--- config.mk ---
export PLATFORM = sky130hd
export DESIGN_NAME = switch_allocator
export DESIGN_NICKNAME = d
export VERILOG_FILES = /design/src/rtl/switch_allocator.sv
export SDC_FILE = /design/constraint.sdc
export NUM_CORES = 1
export LEC_CHECK = 0
export BUFFER_PORTS_ARGS = -buffer_cell sky130_fd_sc_hd__buf_2
export CAP_MARGIN = 20
export CORE_ASPECT_RATIO = 1.2
export CORE_MARGIN = 8
export CORE_UTILIZATION = 30
export CTS_BUF_LIST = sky130_fd_sc_hd__clkbuf_16
export DETAILED_ROUTE_END_ITERATION = 7
export PLACE_DENSITY = 0.46
export RECOVER_POWER = 25
export REMOVE_ABC_BUFFERS = 1
export SLEW_MARGIN = 20
export SYNTH_ARGS = -nofsm -noshare
export SYNTH_HDL_FRONTEND = slang
export SYNTH_SLANG_ARGS = --single-unit
--- constraint.sdc ---
create_clock -name CLK -period 3.98 [get_ports CLK]
set_clock_uncertainty 0.1 [all_clocks]
set_input_delay 0.199 -clock CLK [delete_from_list [all_inputs] [get_ports CLK]]
set_output_delay 0.199 -clock CLK [all_outputs]
set_load 0.05 [all_outputs]
--- src/rtl/switch_allocator.sv ---
// Switch allocator: per-output-port FREE/BUSY ownership with round-robin
// grant, stall teardown, and a round-robin arbiter for the shared
// register bank. Grants are combinational and ownership is registered.
module switch_allocator #(
    parameter int NUM_BUFFERS  = 4,
    parameter int NUM_OUTPORTS = 4,
    parameter int STALL_LIMIT  = 16,
    localparam int PORT_W = (NUM_OUTPORTS > 1) ? $clog2(NUM_OUTPORTS) : 1,
    localparam int BUF_W  = (NUM_BUFFERS > 1) ? $clog2(NUM_BUFFERS) : 1,
    localparam int CNT_W  = $clog2(STALL_LIMIT + 1)
) (
    input  logic                            CLK,
    input  logic                            nRST,
    input  logic [NUM_BUFFERS-1:0]          req_pipeline,
    input  logic [NUM_BUFFERS*PORT_W-1:0]   req_outport,
    input  logic [NUM_BUFFERS-1:0]          req_regbank,
    input  logic [NUM_BUFFERS-1:0]          pkt_done,
    input  logic [NUM_OUTPORTS-1:0]         outport_ready,
    output logic [NUM_BUFFERS-1:0]          pipeline_granted,
    output logic [NUM_BUFFERS-1:0]          pipeline_failed,
    output logic [NUM_BUFFERS-1:0]          reg_bank_granted,
    output logic [NUM_OUTPORTS-1:0]         outport_busy,
    output logic [NUM_OUTPORTS*BUF_W-1:0]   outport_owner
);

    typedef enum logic {FREE, BUSY} port_state_e;

    port_state_e      state_q [NUM_OUTPORTS];
    port_state_e      state_d [NUM_OUTPORTS];
    logic [BUF_W-1:0] owner_q [NUM_OUTPORTS];
    logic [BUF_W-1:0] owner_d [NUM_OUTPORTS];
    logic [BUF_W-1:0] rr_q    [NUM_OUTPORTS];
    logic [BUF_W-1:0] rr_d    [NUM_OUTPORTS];
    logic [CNT_W-1:0] cnt_q   [NUM_OUTPORTS];
    logic [CNT_W-1:0] cnt_d   [NUM_OUTPORTS];
    logic [BUF_W-1:0] rb_ptr_q, rb_ptr_d;

    logic [NUM_BUFFERS-1:0] owns_port;
    logic [NUM_BUFFERS-1:0] eligible;
    logic [NUM_BUFFERS-1:0] gnt_c, fail_c, rb_gnt_c;
    logic                   found, rb_found;
    logic [BUF_W-1:0]       win, rb_win;
    int                     idx, rb_idx;

    // Which buffers currently hold a port; they may not request another.
    always_comb begin
        // NOTE: every combinational output gets a default before any branch,
        // so no path leaves it unassigned and no latch is inferred.
        owns_port = '0;
        for (int p = 0; p < NUM_OUTPORTS; p++) begin
            if (state_q[p] == BUSY) owns_port[owner_q[p]] = 1'b1;
        end
    end

    // A register bank request masks the pipeline request on the same buffer.
    assign eligible = req_pipeline & ~req_regbank & ~owns_port;

    // Per-port FSM next state: round-robin grant, release, stall teardown.
    always_comb begin
        gnt_c  = '0;
        fail_c = '0;
        found  = 1'b0;
        win    = '0;
        idx    = 0;
        for (int p = 0; p < NUM_OUTPORTS; p++) begin
            state_d[p] = state_q[p];
            owner_d[p] = owner_q[p];
            rr_d[p]    = rr_q[p];
            cnt_d[p]   = cnt_q[p];
        end
        for (int p = 0; p < NUM_OUTPORTS; p++) begin
            if (state_q[p] == FREE) begin
                cnt_d[p] = '0;
                found    = 1'b0;
                win      = '0;
                if (outport_ready[p]) begin
                    for (int i = 0; i < NUM_BUFFERS; i++) begin
                        idx = int'(rr_q[p]) + i;
                        if (idx >= NUM_BUFFERS) idx = idx - NUM_BUFFERS;
                        if (!found && eligible[idx] &&
                            req_outport[idx*PORT_W +: PORT_W] == PORT_W'(p)) begin
                            found = 1'b1;
                            win   = BUF_W'(idx);
                        end
                    end
                    if (found) begin
                        gnt_c[win] = 1'b1;
                        state_d[p] = BUSY;
                        owner_d[p] = win;
                        rr_d[p]    = (win == BUF_W'(NUM_BUFFERS - 1)) ? '0 : win + BUF_W'(1);
                    end
                end
            end else begin
                if (pkt_done[owner_q[p]]) begin
                    // Packet completion wins over a simultaneous stall timeout.
                    state_d[p] = FREE;
                    owner_d[p] = '0;
                    cnt_d[p]   = '0;
                end else if (cnt_q[p] == CNT_W'(STALL_LIMIT)) begin
                    fail_c[owner_q[p]] = 1'b1;
                    state_d[p] = FREE;
                    owner_d[p] = '0;
                    cnt_d[p]   = '0;
                end else if (outport_ready[p]) begin
                    cnt_d[p] = '0;
                end else if (cnt_q[p] != CNT_W'(STALL_LIMIT)) begin
                    cnt_d[p] = cnt_q[p] + CNT_W'(1);
                end
            end
        end
    end

    // Shared register bank: one round-robin winner per cycle.
    always_comb begin
        rb_gnt_c = '0;
        rb_found = 1'b0;
        rb_win   = '0;
        rb_idx   = 0;
        rb_ptr_d = rb_ptr_q;
        for (int i = 0; i < NUM_BUFFERS; i++) begin
            rb_idx = int'(rb_ptr_q) + i;
            if (rb_idx >= NUM_BUFFERS) rb_idx = rb_idx - NUM_BUFFERS;
            if (!rb_found && req_regbank[rb_idx]) begin
                rb_found = 1'b1;
                rb_win   = BUF_W'(rb_idx);
            end
        end
        if (rb_found) begin
            rb_gnt_c[rb_win] = 1'b1;
            rb_ptr_d = (rb_win == BUF_W'(NUM_BUFFERS - 1)) ? '0 : rb_win + BUF_W'(1);
        end
    end

    // State registers for all port FSMs and both arbiter pointers.
    always_ff @(posedge CLK or negedge nRST) begin
        if (!nRST) begin
            // NOTE: every array entry is reset because owners and pointers
            // must be known immediately after reset; bulk data storage
            // would normally be left unreset.
            for (int p = 0; p < NUM_OUTPORTS; p++) begin
                state_q[p] <= FREE;
                owner_q[p] <= '0;
                rr_q[p]    <= '0;
                cnt_q[p]   <= '0;
            end
            rb_ptr_q <= '0;
        end else begin
            // NOTE: non-blocking assignments so every flop samples the
            // pre-edge values, independent of statement order.
            for (int p = 0; p < NUM_OUTPORTS; p++) begin
                state_q[p] <= state_d[p];
                owner_q[p] <= owner_d[p];
                rr_q[p]    <= rr_d[p];
                cnt_q[p]   <= cnt_d[p];
            end
            rb_ptr_q <= rb_ptr_d;
        end
    end

    // Pulses are combinational, so hold them low while reset is asserted.
    assign pipeline_granted = nRST ? gnt_c    : '0;
    assign pipeline_failed  = nRST ? fail_c   : '0;
    assign reg_bank_granted = nRST ? rb_gnt_c : '0;

    // Ownership view straight from the registered port state.
    always_comb begin
        outport_busy  = '0;
        outport_owner = '0;
        for (int p = 0; p < NUM_OUTPORTS; p++) begin
            outport_busy[p]                  = (state_q[p] == BUSY);
            outport_owner[p*BUF_W +: BUF_W]  = owner_q[p];
        end
    end

endmodule

; ---- Word level (Yosys, flattened, before mapping)
; Index checks and enable logic that the tools add are counted.
[classes]
bitwise_logic = 17
mux = 315
order_cmp = 58
n_eq_ne = 33
shift = 16
addsub = 44
n_reduce_logical = 75
[op_table]
columns = cell, count
row1 = $mux 32, 52
row2 = $lt 32x4->1 const B, 20
row3 = $shiftx 8x32->2, 16
row4 = $mux 4, 32
row5 = $mux 1, 125
row6 = $mux 2, 53
row7 = $mux 5, 20
row8 = $sub 3x3->4 const B, 15
row9 = $bmux 1 s2, 24
row10 = $ge 3x3->1 const B, 15
row11 = $logic_and 1x1->1, 40
row12 = $or 4x4->4, 9
row13 = $add 2x2->3 const B, 10
row14 = $lt 2x3->1 const B, 9
row15 = $eq 2x2->1 const B, 13
row16 = $reduce_and 3->1, 8
row17 = $add 5x1->5 const B, 4
row18 = $eq 5x5->1 const B, 4
row19 = $ne 5x2->1 const B, 4
row20 = $ne 5x5->1 const B, 4
row21 = $sub 2x3->4 const B, 5
row22 = $demux 1 s2, 9
row23 = $ge 2x1->1 const B, 9
row24 = $reduce_bool 2->1, 8
row25 = other kinds (10), 50
[totals]
ff_bits = 42
output_inout_bits = 24
input_bits = 26
elab_cells = 575

; ---- Depth between registers and ports, before layout
; Gate-level depths: netlist of the first run.
[logic_depth]
depth_word = 58
depth_mapped = 15
mapped_depth_nobuf = 13

; ---- Worst setup path after synthesis of the first run
; OpenSTA, ideal clock, no wires.
[synth_timing]
path_type = reg-to-output
startpoint = register owner_q, in the netlist outport_owner[0]
endpoint = output port pipeline_granted[2]
arrival_time_ps = 3607
path_slack_ps = 74
path_stages_with_launch = 13
path_buffers = 1
t_required_ps = 3681
cell_sequence = dfrtp_1 > buf_6 > nand3b_4 > o2111ai_4 > or4_1 > mux4_2 > a21oi_2 > or4b_1 > o211ai_2 > inv_2 > ha_1 > a22oi_1 > a21boi_1
[synth_via]
elab_chain_len = 58
elab_cells_between_ends = 210
cone_classes = order compare: 10 / mux: 147 / bitwise: 8 / reduce/logical: 45
[synth_lines]
columns = element, line
row1 = "start, declared", 30  ; logic [BUF_W-1:0] owner_q [NUM_OUTPORTS];
row2 = "start signal, assigned by index", 152  ; owner_q[p] <= owner_d[p];
row3 = $lt 2x3->1 (implied by the code) / $ge 2x1->1 (equally long branches), 51  ; if (state_q[p] == BUSY) owns_port[owner_q[p]] = 1'b1;
row4 = $logic_and 1x1->1 (implied by the code), 51
row5 = $mux 1 (implied by the code), 51
row6 = $demux 1 s2 (*), 51
row7 = $mux 4 (*), 51
row8 = $or 4x4->4 (no source line), n/a
row9 = $mux 4 (*), 51
row10 = $or 4x4->4 (no source line), n/a
row11 = [42 not listed], n/a
row12 = $mux 4, 86  ; if (found) begin
row13 = $mux 4, 76  ; if (outport_ready[p]) begin
row14 = $mux 4, 72  ; if (state_q[p] == FREE) begin
row15 = $or 4x4->4 (no source line), n/a
row16 = $mux 4, 86
row17 = $mux 4, 76
row18 = $mux 4 (*), 72
row19 = $mux 4 (*), 161  ; assign pipeline_granted = nRST ? gnt_c : '0;
row20 = "end, declared", 19  ; output logic [NUM_BUFFERS-1:0] pipeline_granted,
; Mark *: on every way between the ends. The rest lies on a longest branch, timed or not. The select of a mux whose other input is x is not followed.

; ---- Worst setup path after layout of the first run
[layout_timing]
startpoint = register owner_q, in the netlist outport_owner[0]
endpoint = output port pipeline_granted[1]
; The elaborated chain is that of the path after synthesis.

==> results of run 1 <==
logic make-up after synthesis:
| family | Yosys count | share of synthesized area, % |
|---|---|---|
| AND/OR/NAND/NOR | 197 | 25.9 |
| AO/OA/AOI/OAI | 118 | 21.7 |
| buffers and inverters | 68 | 6.72 |
| adder cells (fa/ha/maj) | 46 | 13.4 |
| flip-flops | 42 | 24.5 |
| multiplexers | 16 | 5.33 |
| XOR/XNOR | 12 | 2.45 |
cell type report:
class	count	area [µm²]	share of cell area (%)
timing repair buffer	82	495	9.49
tap	175	219	4.19
sequential	42	1060	20.3
clock inverter	3	41.3	0.791
inverter	51	191	3.67
multi-input combinational	389	3090	59.2
clock buffer	5	125	2.40
registers in the layout, summed over array words and instances (netlist names):
signal	count
cnt_q	20
outport_busy	4
rb_ptr_q	2
outport_owner	8
rr_q	8
cells in the mapped netlist (6+ instances only):
cell type	count
a21boi_0	6
a21oi_1	17
a22o_1	8
and2_1	6
buf_2	6
clkbuf_1	7
dfrtp_1	42
ha_1	46
inv_1	47
mux2i_1	6
nand2_1	29
nand2b_1	11
nand3_1	28
nand3b_1	6
nor2_1	48
nor2b_1	7
nor3_1	9
o21a_1	8
o21ai_0	14
o22ai_1	8
or3_1	8
or4_1	8
xor2_1	8
metal layers:
metal	wire length [µm]	share of wire, %
met1	5470	41
met2	7150	54
met3	321	2.4
met4	378	2.8
met5	0	0
timing repair:
item                       in CTS  in global routing
hold endpoints to repair        9                  0
pin swaps                       2                  6
setup buffers                   3                  6
gates resized for setup        10                 24
hold buffers                    1                  0
setup endpoints to repair       4                  4
worst max path at each step:
| stage | startpoint | end | slack [ns] | cells after the start |
|---|---|---|---|---|
| floorplan | outport_owner[0] | pipeline_granted[2] | -0.03 | 11 |
| detailed placement | outport_owner[2] | pipeline_granted[1] | 0.15 | 12 |
| finish | outport_owner[0] | pipeline_granted[1] | 0.1 | 12 |
| CTS | outport_owner[3] | pipeline_granted[1] | 0.002 | 12 |
| global route | outport_owner[0] | pipeline_granted[1] | -0.01 | 13 |
| global placement | outport_owner[2] | pipeline_granted[1] | 0.17 | 12 |
placed cells by master, fill, tap and decap left out, drive strengths merged, types with 3 or more instances in the layout:
master   Yosys  routed
o21a         8       8
o2111ai      3       3
and3         4       4
mux2i        6       6
clkbuf       7       7
or4          8       8
a211oi       3       3
a21boi       7       7
or3          8       8
o22ai        9       9
mux4         5       5
o32ai        7       7
nand2       29      29
o21ai       19      19
nor2b        7       7
mux2         5       5
nand4        5       5
a22o         8       8
nand4b       4       4
dfrtp       42      42
a21oi       19      19
xnor2        4       4
nand3b       7       7
o2bb2ai      5       5
or2          6       6
nor2        49      49
o31ai        4       4
and2         7       7
a22oi        4       4
xor2         8       8
nor3         9       9
nor3b        5       5
nand2b      11      11
or4b         3       3
nand3       28      28
ha          46      46
buf         10      79
inv         50      51
power groups by stage:
stage / Clock (W) / Sequential (W) / Combinational (W)
2_1_floorplan: 0 / 0.000857 / 0.00103
5_1_grt: 0.000513 / 0.000695 / 0.00216
3_3_place_gp: 0 / 0.000669 / 0.00180
6_report: 0.000488 / 0.000677 / 0.00196
4_1_cts: 0.000505 / 0.000675 / 0.00187
3_5_place_dp: 0 / 0.000674 / 0.00182
through the flow:
stage	power, W	setup slack, ns	TNS, ns
floorplan	0.00189	-0.0262	-0.0262
global placement	0.00247	0.172	0
detailed placement	0.00249	0.154	0
CTS	0.00305	0.00243	0
global route	0.00337	-0.0119	-0.0119
finish	0.00313	0.0998	0
==> out/results.tsv, run 1 <==
metric	value	unit
hpwl	10.6	mm
grtUsageMet2	26.7	%
final_util	36.8	%
synth_warnings	0	
gp_congestion	0.866	
seqPwrFrac	21.6	%
nNetsFinal	643	
period_share	97.5	%
max_slew_margin	29.6	%
holdWs	0.0836	ns
synth_area	0.00430	mm²
gr-total-overflow	0	
use_met3	2.32	%
final_area	0.00522	mm²
hold_viol_final	0	
crit_fanout	6	
r2r-start	outport_owner[5]	
cp_slowest_stage_delay	0.60	ns
routed_via_density	5.32	
cts_tree	yes	
synth_edf_count	0	
grt_usage	14.3	%
cts_sinks	42	
cts-htree-levels	2	
crit_chain	nand3b_4 > o2111ai_4 > or4_4 > mux4_2 > a21oi_4 > or4b_1 > o211ai_4 > ha_1 > and3_1 > a22o_1 > o21a_1 > buf_4	
place_inst	729	
worstPathRequired	3.68	ns
grt_pass1_wl	21.1	mm
drt_first_pass_iters	4	
post-route-drc-count	0	
syn_to_final_growth	21.5	%
pwr-share-clk	15.6	%
grt_pass1_vias	4000	
r2r_end	rr_q[5]	
cts.path.max_buffers	2	
grt_max_degree	20	
yosys.area.top_type	dfrtp_1	
design.core.area	0.0142	mm²
sw_frac_of_total	50.1	%
cp_slowest_cell	or4_4	
place_area	0.00484	mm²
synth_cells	499	
antenna_left	0	
drive_gt1_share	26.0	%
min_path_type	primary input to flip-flop	
worst_pin_slew	1.06	ns
outcome	finished, final reports clean	
synth_area_leaders	dfrtp_1, ha_1, nor2_1	
maxCapViolCount	0	
antenna_cells	0	
crit_family	simple AND/OR/NAND/NOR gates	
vias	3973	
ir_drop	0.239	mV
io_pins	50	
synth_cell_types	83	
hold_end	rb_ptr_q[0]	
wl_per_cell	17.8	µm
numCtsBuffers	5	
slew_viol_final	0	
clk_pin_slew_worst_paths	0.07	ns
routed_wl	13.3	mm
power_density	599	mW/mm²
io_buffers	49	
yosys.area.top_type_share	24.5	%
start_util	30.3	%
clock_latency	0.29	ns
die_h	147	µm
die-area	0.0184	mm²
p_comb_share	62.8	%
end_kind	output port	
finalSetupViolations	0	
syn_area_per_cell	8.61	µm²
rrSetupSlack	0.70	ns
final_cells	747	
cp-start-kind	flip-flop	
power.switching	0.00157	W
r2r_cells	11	
grt_util_met1	15.6	%
ys_ff_latch	42	
arrival	3.58	ns
fin_crit	3.88	ns
p_int	0.00156	W
ys_seq_area_share	24.5	%
antenna_found_initial	0	
crit_buf_inv	1	
min_from	req_regbank[3]	
ctsRootBufferMaster	clkbuf_16	
synth_async_sr_flop_share	100	%
fmax	258	MHz
ys.flop_type	dfrtp_1	
hold_path_depth	2	
rows	48	
fill_cells	1472	
first_iter_violations	222	
crit_type	flip-flop to output port	
grt_busiest_layer	met2	
leakage	2.34	nW
die_w	125	µm
Note: power is estimated with default switching activity, not from simulation.
==> inputs of run 2 (changes only) <==
--- a/config.mk
+++ b/config.mk
@@ -9,12 +9,11 @@
 export CAP_MARGIN = 20
 export CORE_ASPECT_RATIO = 1.2
 export CORE_MARGIN = 8
-export CORE_UTILIZATION = 30
+export CORE_UTILIZATION = 39
 export CTS_BUF_LIST = sky130_fd_sc_hd__clkbuf_16
 export DETAILED_ROUTE_END_ITERATION = 7
-export PLACE_DENSITY = 0.46
+export PLACE_DENSITY = 0.56
 export RECOVER_POWER = 25
-export REMOVE_ABC_BUFFERS = 1
 export SLEW_MARGIN = 20
 export SYNTH_ARGS = -nofsm -noshare
 export SYNTH_HDL_FRONTEND = slang
==> out/results.tsv, run 2 (synthesis results as in run 1) <==
metric	value	unit	change
outcome	finished, final reports clean		
antenna_found_initial	0		unchanged
r2r_end	rr_q[5]		
vias	3906		-1.7%
routed_via_density	5.67		+6.6%
grt_pass1_vias	3892		-2.7%
drive_gt1_share	22.3	%	-3.8 points
die_w	112	µm	-11%
regMostFlops	cnt_q		
crit_chain	nand2_2 > o2111ai_4 > or4_4 > mux4_2 > a21oi_4 > or4b_1 > o211ai_2 > ha_1 > and3_1 > a22o_1 > o21a_1 > buf_2		
antenna_left	0		unchanged
clk_pin_slew_worst_paths	0.06	ns	about the same
place_inst	677		-7.1%
worstPathRequired	3.68	ns	about the same
design.core.area	0.0109	mm²	-23%
nNetsFinal	628		-2.3%
antenna_cells	0		unchanged
grt_max_degree	28		+40%
start_util	39.5	%	+9.2 points
cp_slowest_cell	or4_4		
end_kind	output port		
die_h	131	µm	-11%
period_share	97.5	%	about the same
hold_path_depth	2		unchanged
r2r-start	outport_owner[7]		
drt_first_pass_iters	4		unchanged
setup.worst_path.end	pipeline_granted[1]		
final_common_cell	nor2_1		
min_path_type	primary input to flip-flop		
cts_tree	yes		
wl_per_cell	17.6	µm	-1.5%
first_iter_violations	186		-16%
gr-total-overflow	0		unchanged
final_cell_mix	nor2_1, inv_1, ha_1		
power_density	576	mW/mm²	-4.0%
hold_viol_final	0		unchanged
crit_start	outport_busy[1]		
rrSetupSlack	0.73	ns	+0.03 ns
gp_congestion	0.880		+1.7%
maxCapViolCount	0		unchanged
hpwl	9.46	mm	-11%
syn_to_final_growth	16.2	%	
clock_latency	0.29	ns	about the same
post-route-drc-count	0		unchanged
numCtsBuffers	5		unchanged
cp_slowest_stage_delay	0.56	ns	-0.04 ns
slew_viol_final	0		unchanged
fmax	258	MHz	about the same
cp-start-kind	flip-flop		
largest_register_ffs	20		unchanged
io_pins	50		unchanged
rows	42		-13%
grt_pass1_wl	19.5	mm	-7.6%
worst_pin_slew	0.697	ns	-0.359 ns
max_slew_margin	53.7	%	+24 points
fin_crit	3.88	ns	+0.00143 ns
routed_wl	12.1	mm	-9.1%
grt_usage	16.6	%	+2.3 points
finalSetupViolations	0		unchanged
final_cells	689		-7.8%
crit_fanout	7		+1
r2r_cells	11		unchanged
ir_drop	0.336	mV	+41%
io_buffers	49		unchanged
die-area	0.0146	mm²	-21%
postSynthNetCount	571		
cts.path.max_buffers	2		unchanged
cts_sinks	42		unchanged
ctsRootBufferMaster	clkbuf_16		
arrival	3.58	ns	about the same
holdWs	0.0956	ns	+0.0121 ns
crit_type	flip-flop to output port		
cts-htree-levels	2		unchanged
leakage	2.22	nW	-5.0%
setup_tns	0	ns	unchanged
==> run 2: cell count changes in the layout (fill, tap and decap cells not counted), moves of 2 or more <==
| cell | previous run | this run |
|---|---|---|
| buf_4 | 33 | 17 |
| nor3b_2 | 4 | 2 |
| nor4b_4 | 0 | 2 |
| nor3b_1 | 1 | 3 |
| clkbuf_1 | 2 | 8 |
| buf_2 | 46 | 40 |
| nor4b_2 | 2 | 0 |
| dfrtp_1 | 35 | 33 |
| dfrtp_2 | 7 | 9 |
==> run 2: worst min-delay path by stage <==
stage                        start                to
global placement              nRST       rb_ptr_q[0]
floorplan                     nRST          cnt_q[0]
finish              req_regbank[3]       rb_ptr_q[0]
CTS                 req_regbank[3]       rb_ptr_q[0]
detailed placement            nRST  outport_owner[1]
global route        req_regbank[3]       rb_ptr_q[0]
==> run 2: power breakdown <==
group	switching [W]	internal, W
clock network	0.000182	0.000231
registers	0.000181	0.000530
logic	0.00111	0.000637
==> run 2: metal layers <==
metal,up-vias,global-route usage [%],routed length (µm)
li1,1911,-,-
met1,1889,19.6,5150
met2,89,30.0,6110
met3,17,2.67,549
met4,0,5.80,295
met5,-,0,0
==> run 2: final cells by class <==
class	instances	area, µm²
Multi-Input combinational cell	389	3050
Sequential cell	42	1060
Clock inverter	3	17.5
Timing Repair Buffer	67	375
Inverter	51	195
Tap cell	132	165
Clock buffer	5	125
Fill cell	1097	5890
==> run 2: what timing repair did <==
item | 4_1_cts | 5_1_grt
endpoints found under the setup margin | 4 | 4
buffers inserted | 0 | 3
hold buffers | 1 | 0
pin swaps | 0 | 2
gates resized for setup | 7 | 19
endpoints found under the hold margin | 17 | 0
==> run 2: critical path, delay by kind of cell, from the launching register on <==
| family | cells | cell delay (ns) |
|---|---|---|
| AND/OR/NAND/NOR | 4 | 1.00 |
| AO/OA/AOI/OAI | 5 | 0.88 |
| flip-flops | 1 | 0.47 |
| multiplexers | 1 | 0.53 |
| buffers and inverters | 1 | 0.21 |
| adder cells (fa/ha/maj) | 1 | 0.22 |
==> run 2: through the flow <==
step | worst slack (ns) | utilization, % | power (W) | instance area (µm²)
final | 0.0984 | 45.9 | 0.00287 | 4990
after global routing | -0.00441 | 45.9 | 0.00311 | 4990
after CTS | 0.00738 | 45.1 | 0.00284 | 4900
after detailed placement | 0.173 | 43.4 | 0.00240 | 4720
after global placement | 0.189 | 43.4 | 0.00238 | 4720
after floorplan | 0.0745 | - | 0.00194 | 4300
==> inputs of run 3 (changes only) <==
--- a/config.mk
+++ b/config.mk
@@ -5,14 +5,14 @@
 export SDC_FILE = /design/constraint.sdc
 export NUM_CORES = 1
 export LEC_CHECK = 0
-export BUFFER_PORTS_ARGS = -buffer_cell sky130_fd_sc_hd__buf_2
 export CAP_MARGIN = 20
 export CORE_ASPECT_RATIO = 1.2
 export CORE_MARGIN = 8
 export CORE_UTILIZATION = 39
 export CTS_BUF_LIST = sky130_fd_sc_hd__clkbuf_16
 export DETAILED_ROUTE_END_ITERATION = 7
-export PLACE_DENSITY = 0.56
+export DONT_BUFFER_PORTS = 1
+export PLACE_DENSITY = 0.54
 export RECOVER_POWER = 25
 export SLEW_MARGIN = 20
 export SYNTH_ARGS = -nofsm -noshare
==> constraint.sdc (replaced) <==
create_clock -name CLK -period 3.18 [get_ports CLK]
set_clock_uncertainty 0.1 [all_clocks]
set_input_delay 0.159 -clock CLK [delete_from_list [all_inputs] [get_ports CLK]]
set_output_delay 0.159 -clock CLK [all_outputs]
set_load 0.05 [all_outputs]
==> out/results.tsv, run 3 (synthesis results as in run 1) <==
metric	value	unit	change
r2r_end	rr_q[3]		
violations	max-capacitance violations, max-slew violations, negative setup slack		
routed_via_density	5.61		-0.95%
ctsRootBufferMaster	clkbuf_16		
gr-total-overflow	0		unchanged
min_path_type	primary input to flip-flop		
ir_drop	0.338	mV	+0.37%
crit_type	flip-flop to output port		
hold_path_depth	2		unchanged
first_iter_violations	173		-7.0%
arrival	3.39	ns	-0.19 ns
numCtsBuffers	5		unchanged
post-route-drc-count	0		unchanged
clock_latency	0.30	ns	about the same
die-area	0.0146	mm²	unchanged
maxCapViolCount	1		+1
rrSetupSlack	0.09	ns	-0.64 ns
worst_pin_slew	2.46	ns	+1.76 ns
slew_viol_final	43		+43
cp_slowest_cell	or4_4		
r2r_cells	10		-1
grt_usage	18.5	%	+2.0 points
setup_slack	-0.472	ns	-0.570 ns
r2r-start	outport_busy[0]		
hpwl	10.3	mm	+9.2%
gp_congestion	0.915		+3.9%
hold_viol_final	0		unchanged
grt_max_degree	43		+54%
cp_slowest_stage_delay	0.61	ns	+0.05 ns
antenna_cells	0		unchanged
leakage	2.56	nW	+15%
highest_layer	met4		
vias	4127		+5.7%
final_common_cell	buf_4		
io_buffers	0		-100%
syn_to_final_growth	33.6	%	
wl_met3	587	µm	+6.9%
max_slew_margin	-63.9	%	-120 points
io_pins	50		unchanged
largest_register_ffs	20		unchanged
rsz0062_at_grt	yes		
rows	42		unchanged
place_inst	713		+5.3%
fin_crit	3.65	ns	
antenna_found_initial	0		unchanged
drt_first_pass_iters	4		unchanged
period_share	115	%	
grt_pass1_vias	4202		+8.0%
cts_sinks	42		unchanged
grt_pass1_wl	21.6	mm	+11%
clk_pin_slew_worst_paths	0.07	ns	about the same
met1Wirelength	5.65	mm	+9.7%
crit_fanout	5		-2
routed_wl	13.5	mm	+12%
place_ws	-0.191	ns	-0.364 ns
cts_tree	yes		
power_density	762	mW/mm²	+32%
die_w	112	µm	unchanged
final_util	52.8	%	+6.9 points
die_h	131	µm	unchanged
drive_gt1_share	34.8	%	+13 points
finalSetupViolations	4		+4
worstPathRequired	2.92	ns	-0.76 ns
wl_met2	6.95	mm	+14%
postSynthNetCount	571		unchanged
hold_end	rb_ptr_q[1]		
antenna_left	0		unchanged
crit_chain	nand3b_4 > o2111ai_4 > or4_4 > mux4_2 > a21oi_4 > or4b_4 > o211ai_4 > ha_2 > and3_4 > a22o_4 > o21a_4		
wl_per_cell	18.4	µm	+4.9%
final_cells	735		+6.7%
outcome	finished, violations left		
cts.path.max_buffers	2		unchanged
design.core.area	0.0109	mm²	unchanged
cts-htree-levels	2		unchanged
final_cell_mix	buf_4, nor2_1, inv_1		
regMostFlops	cnt_q		
nNetsFinal	674		+7.3%
fmax	274	MHz	
start_util	39.5	%	unchanged
fill_cells	1036		-5.6%
min_from	req_regbank[2]		
end_kind	output port		
cp-start-kind	flip-flop		
## run 3: worst max path at each step
stage / startpoint / to / slack, ns / cells past startpoint
floorplan: outport_owner[0] / pipeline_granted[1] / -0.30 / 13
global placement: outport_owner[2] / pipeline_granted[1] / -0.15 / 14
detailed placement: outport_busy[0] / pipeline_granted[2] / -0.19 / 13
CTS: outport_owner[2] / pipeline_granted[3] / -0.42 / 13
global route: outport_owner[5] / pipeline_granted[3] / -0.59 / 13
finish: outport_busy[0] / pipeline_granted[1] / -0.47 / 11
## run 3: layer usage
metal  vias up  GRT usage, %
li1       2010             -
met1      2011          21.4
met2        85          33.1
met3        21          3.68
met4         0          7.74
met5         -             0
## run 3: cell type report
type	instances	area, µm²	area share (%)
Timing Repair Buffer	113	905	15.8
Inverter	51	191	3.33
Multi-Input combinational cell	389	3270	57.0
Sequential cell	42	1060	18.5
Clock buffer	5	125	2.18
Clock inverter	3	18.8	0.327
Tap cell	132	165	2.88
## run 3: what timing repair did
item,4_1_cts,5_1_grt
setup buffers,7,4
pin swaps,20,23
resized for setup,29,32
endpoints found under the hold margin,55,0
setup endpoints to repair,5,7
hold buffers,6,0
## run 3: per-stage QoR
step	setup TNS (ns)	total power (W)	instance area [µm²]	hold WS, ns
4_1_cts	-1.62	0.00421	5590	0.0419
2_1_floorplan	-1.06	0.00249	4360	-0.237
3_5_place_dp	-0.742	0.00351	5200	-0.235
3_3_place_gp	-0.569	0.00348	5200	-0.235
6_report	-1.81	0.00437	5740	0.0413
5_1_grt	-4.62	0.00468	5740	0.0515
## run 3: where the power goes
group          switching [W]  total [W]  internal, W  leakage, nW
clock               0.000237   0.000528     0.000292       0.0740
combinational        0.00168    0.00302      0.00134         1.95
sequential          0.000158   0.000821     0.000663        0.541
## run 3: worst max-delay path: cells and delay by family (launching register included)
kind | cells | cell delay, ns
simple gates | 4 | 1.04
compound gates | 5 | 0.89
mux | 1 | 0.53
flops | 1 | 0.46
fa+ha+maj | 1 | 0.18
